File: src/rtl/add_seg_seq.sv
// add_seg_seq: segment-serial adder that handles segw bits of A+B+CI per cycle.
//   Ports: CLK, RSTN (sync, active-low); A/B/CI in with IN_VALID/IN_READY;
//   S/CO/V registered out with OUT_VALID/OUT_READY.
package lau_pkg;
  typedef enum logic {FAST, SLOW} speed_e;
endpackage

// lau_pre_and_or: carry prefix (GO[i] = GI[i] | PI[i] & GO[i-1], GO[-1] = CI).
//   FAST selects a log-depth parallel prefix and SLOW selects a ripple chain.
module lau_pre_and_or #(
  parameter int W = 8,
  parameter lau_pkg::speed_e speed = lau_pkg::FAST
) (
  input  logic [W-1:0] GI,
  input  logic [W-1:0] PI,
  input  logic         CI,
  output logic [W-1:0] GO
);
  function automatic logic [W-1:0] pfx(input logic [W-1:0] gi, pi, input logic ci);
    logic [W-1:0] g, p, gn, pn;
    // Fold the carry-in into bit 0 so that the prefix needs no extra column.
    g = gi | W'(pi[0] & ci);
    p = pi;
    for (int d = 1; d < W; d = d * 2) begin
      gn = g;
      pn = p;
      for (int i = d; i < W; i++) begin
        gn[i] = g[i] | (p[i] & g[i-d]);
        pn[i] = p[i] & p[i-d];
      end
      g = gn;
      p = pn;
    end
    return g;
  endfunction
  function automatic logic [W-1:0] rip(input logic [W-1:0] gi, pi, input logic ci);
    logic [W-1:0] g;
    logic c;
    c = ci;
    for (int i = 0; i < W; i++) begin
      g[i] = gi[i] | (pi[i] & c);
      c = g[i];
    end
    return g;
  endfunction
  assign GO = (speed == lau_pkg::FAST) ? pfx(GI, PI, CI) : rip(GI, PI, CI);
endmodule

module add_seg_seq #(
  parameter int width = 32,
  parameter int segw = 8,
  parameter lau_pkg::speed_e speed = lau_pkg::FAST
) (
  input  logic             CLK,
  input  logic             RSTN,
  input  logic [width-1:0] A,
  input  logic [width-1:0] B,
  input  logic             CI,
  input  logic             IN_VALID,
  output logic             IN_READY,
  output logic [width-1:0] S,
  output logic             CO,
  output logic             V,
  output logic             OUT_VALID,
  input  logic             OUT_READY
);
  localparam int NSEG = width / segw;
  localparam int SW = (NSEG > 1) ? $clog2(NSEG) : 1;
  typedef enum logic [1:0] {IDLE, RUN, DONE} state_e;
  state_e state_q, state_d;
  logic [SW-1:0] seg_q, seg_d;
  logic c_q, c_d, co_q, co_d, v_q, v_d;
  logic [width-1:0] a_q, a_d, b_q, b_d, s_q, s_d;
  logic [segw-1:0] ak, bk, go;
  logic [segw:0] cc;
  assign ak = a_q[int'(seg_q) * segw +: segw];
  assign bk = b_q[int'(seg_q) * segw +: segw];
  lau_pre_and_or #(.W(segw), .speed(speed)) u_pfx (
    .GI(ak & bk),
    .PI(ak ^ bk),
    .CI(c_q),
    .GO(go)
  );
  // cc[i] is the carry into segment bit i; cc[segw] is the segment carry-out.
  assign cc = {go, c_q};
  always_comb begin
    state_d = state_q;
    seg_d = seg_q;
    c_d = c_q;
    a_d = a_q;
    b_d = b_q;
    s_d = s_q;
    co_d = co_q;
    v_d = v_q;
    if (state_q == IDLE && IN_VALID) begin
      a_d = A;
      b_d = B;
      c_d = CI;
      seg_d = '0;
      state_d = RUN;
    end else if (state_q == RUN) begin
      s_d[int'(seg_q) * segw +: segw] = (ak ^ bk) ^ cc[segw-1:0];
      c_d = cc[segw];
      if (seg_q == SW'(NSEG - 1)) begin
        co_d = cc[segw];
        v_d = cc[segw] ^ cc[segw-1];
        state_d = DONE;
      end else begin
        seg_d = seg_q + 1'b1;
      end
    end else if (state_q == DONE && OUT_READY) begin
      state_d = IDLE;
    end
  end
  always_ff @(posedge CLK) begin
    if (!RSTN) begin
      state_q <= IDLE;
      seg_q <= '0;
      c_q <= 1'b0;
      a_q <= '0;
      b_q <= '0;
      s_q <= '0;
      co_q <= 1'b0;
      v_q <= 1'b0;
    end else begin
      state_q <= state_d;
      seg_q <= seg_d;
      c_q <= c_d;
      a_q <= a_d;
      b_q <= b_d;
      s_q <= s_d;
      co_q <= co_d;
      v_q <= v_d;
    end
  end
  assign IN_READY = (state_q == IDLE);
  assign OUT_VALID = (state_q == DONE);
  assign S = s_q;
  assign CO = co_q;
  assign V = v_q;
endmodule

File: config.mk
export PLATFORM = sky130hd
export DESIGN_NAME = add_seg_seq
export DESIGN_NICKNAME = d
export VERILOG_FILES = /design/src/rtl/add_seg_seq.sv
export SDC_FILE = /design/constraint.sdc
export NUM_CORES = 1
export LEC_CHECK = 0
export CORE_UTILIZATION = 40
export CTS_BUF_LIST = sky130_fd_sc_hd__clkbuf_8
export CTS_CLUSTER_DIAMETER = 60
export CTS_CLUSTER_SIZE = 24
export DETAILED_ROUTE_END_ITERATION = 10
export PLACE_DENSITY = 0.66
export RECOVER_POWER = 25
export SYNTH_ARGS = -nofsm -noshare
export SYNTH_HDL_FRONTEND = slang
export SYNTH_SLANG_ARGS = --single-unit
File: constraint.sdc
create_clock -name CLK -period 3.5 [get_ports CLK]
set_input_delay 1.05 -clock CLK [delete_from_list [all_inputs] [get_ports CLK]]
set_output_delay 1.05 -clock CLK [all_outputs]
set_load 0.01 [all_outputs]
==> out/metrics.yaml <==
clocking:
  cts_resized: 0
  worstSkewPairLatency_ns: 0.37
  root_buffer: "clkbuf_8"
  cts.sinks: 103
  htreeDepth: 3
  clock_path_buffers: 2
  cts_tree: "built"
  clk_pin_slew_ns: 0.10
  cts_setup_buffers: 0
  numCtsBuffers: 9
  holdBufCountCts: 0
power_and_ir_drop:
  vdd_drop_max_uv: 252
  leakage_nw: 2.12
  power_density_nw_per_um2: 417
  totalPowerFinal_mw: 2.43
sta:
  fmax_mhz: 339
  skew_ns: 0.00505
  hold_viol_final: 0
  relSlewSlack: 0.150
  rsz0062_at_grt: "false"
  worst_pin_slew_ns: 1.28
  fin_crit_ns: 2.95
  setup_viol: 0
  drv_slew: 0
  tns_ns: 0
  period_share: 0.842
global_route:
  antenna_found_initial: 0
  grt_max_degree: 67
  track_usage: 0.204
  overflow: 0
  grt_pass1_wl_um: 18100
  grt_pass1_vias: 3620
placed_design:
  finalWeightedCongestion: 0.880
  port_buffers: 104
  numPlacedInstances: 725
  dp_hpwl_um: 8310
  place_area_um2: 5640
layout:
  drive_gt1_frac: 0.0899
  instances_no_fill: 741
  syn2layout_area_growth_pct: 30.4
  layout.nets: 680
  final_core_util: 0.538
  antenna_cells: 0
  fin_area_um2: 5830
critical_path:
  crit_path_start_kind: "input pin"
  worst-path-max-fanout: 66
  crit_type: "in2reg"
  required_ns: 3.75
  r2r_slack_ns: 0.57
  rr_endpoint: "S[23]"
  critPathCaptureType: "flip-flop"
  r2r-start: "seg_q[0]"
  rr_worst_depth: 8
  crit_arrival_ns: 3.20
floorplanning:
  dieArea_um2: 11600
  die_w_um: 108
  die_h_um: 108
  num_rows: 38
  initial_core_util: 0.412
  core_area_um2: 10800
  io_pins: 105
yosys:
  synth_top_area_frac: 0.461
  ys_warn_count: 0
  synth_edf_count: 0
  synthMostInstantiatedCell: "nand2_1"
  synthFlopType: "dfxtp_1"
  yosysSeqAreaShare: 0.461
  synthArstFlopShare: 0
  ys_types: 39
  synthTopCellsByCount: "nand2_1, dfxtp_1, a21oi_1, nor2_1, a22oi_1"
  yosys_register_bits: 103
  syn_area_um2: 4470
  syn_avg_cell_area_um2: 8.87
  yosys.area.top_type: "dfxtp_1"
  synth_cells: 504
  syn-num-nets: 588
  synthTopCellsByArea: "dfxtp_1, nand2_1, a21oi_1, mux4_2, a22oi_1"
detailed_routing:
  drt-total-wl_um: 11200
  num_vias: 3802
  drtAntennaViolNets: 0
  via_per_inst: 5.13
  drtIter0Drc: 185
  dr.pass1.iters: 4
  route.detailed.drc: 0
  wire_per_inst_um: 15.1
run:
  drv_cap: 0
worst_hold_path:
  min_to: "a_q[7]"
  hp-start: "a_q[7]"
  min_path_cells: 2
  hold_path.class: "reg2reg"
status:
  status: "finished, final reports clean"
==> worst max path at each step <==
| stage | endpoint | start | depth (start not counted) |
|---|---|---|---|
| floorplan | S[5] | seg_q[0] | 9 |
| global placement | S[15] | seg_q[0] | 8 |
| detailed placement | S[23] | seg_q[0] | 8 |
| CTS | S[23] | seg_q[0] | 8 |
| global route | S[13] | seg_q[0] | 8 |
| finish | seg_q[1] | IN_VALID | 5 |
==> placed cells by master, fill, tap and decap left out, types with 2 or more instances in the layout <==
cell type and n:
a211oi_1 3, a21oi_1 76, a22oi_1 24, a311oi_1 2
and2b_1 2, buf_4 5, clkbuf_2 2, clkbuf_8 10
clkdlybuf4s50_1 100, clkinv_4 2, clkinvlp_4 3, dfxtp_1 103
dlygate4sd3_1 4, fa_1 2, ha_1 13, inv_1 10
mux4_2 16, nand2_1 135, nand2_2 3, nand2_4 2
nand2b_1 3, nand3_1 8, nor2_1 34, nor4_4 3
o21ai_0 12, o21ai_1 2, or3b_2 2, xnor2_1 3
xor2_1 3
==> logic make-up (layout without fill, tap and decap cells) <==
logic type               after synthesis  count (layout)  share of synthesized area
AO/OA/AOI/OAI                        123             123                      0.159
XOR/XNOR                               6               6                     0.0118
adder cells (fa/ha/maj)               15              15                     0.0454
buffers and inverters                 41             138                     0.0392
flip-flops                           103             103                      0.461
multiplexers                          16              16                     0.0806
AND/OR/NAND/NOR                      200             200                      0.202
==> critical path: stages <==
cell and delay, ns:
dlygate4sd3_1 0.54, or3b_2 0.45, clkbuf_2 0.69, nand2_1 0.35
nor2_1 0.11
==> layout make-up <==
cell class,count,area [µm²]
Tap cell,140,175
Fill cell,1032,5010
Inverter,10,37.5
Sequential cell,103,2060
Timing Repair Buffer,112,1110
Multi-Input combinational cell,360,2240
Clock inverter,6,70.1
Clock buffer,10,138
==> report_power, final <==
group | total [mW] | switching (mW) | internal, mW
logic | 0.397 | 0.210 | 0.187
clock network | 0.771 | 0.418 | 0.352
registers | 1.26 | 0.0346 | 1.23
==> routing by layer <==
| layer | vias to the layer above | part of all wire | GRT usage |
|---|---|---|---|
| met5 | - | 0 | 0 |
| met4 | 0 | 0.020 | 0.0832 |
| met3 | 17 | 0.059 | 0.0363 |
| met2 | 132 | 0.47 | 0.326 |
| met1 | 1744 | 0.46 | 0.270 |
| li1 | 1909 | - | - |
==> sequential cells by signal, indices dropped and copies added, names as in the netlist <==
signal   count
V            1
S           32
b_q         32
seg_q        2
a_q         32
state_q      2
c_q          1
CO           1
==> through the flow <==
stage | hold slack [ns] | setup slack, ns
6_report | 0.459 | 0.552
5_1_grt | 0.476 | 0.364
4_1_cts | 0.460 | 0.583
3_5_place_dp | 0.446 | 0.600
3_3_place_gp | 0.441 | 0.700
2_1_floorplan | 0.433 | 0.592
Power figures use the tool's default switching activity.
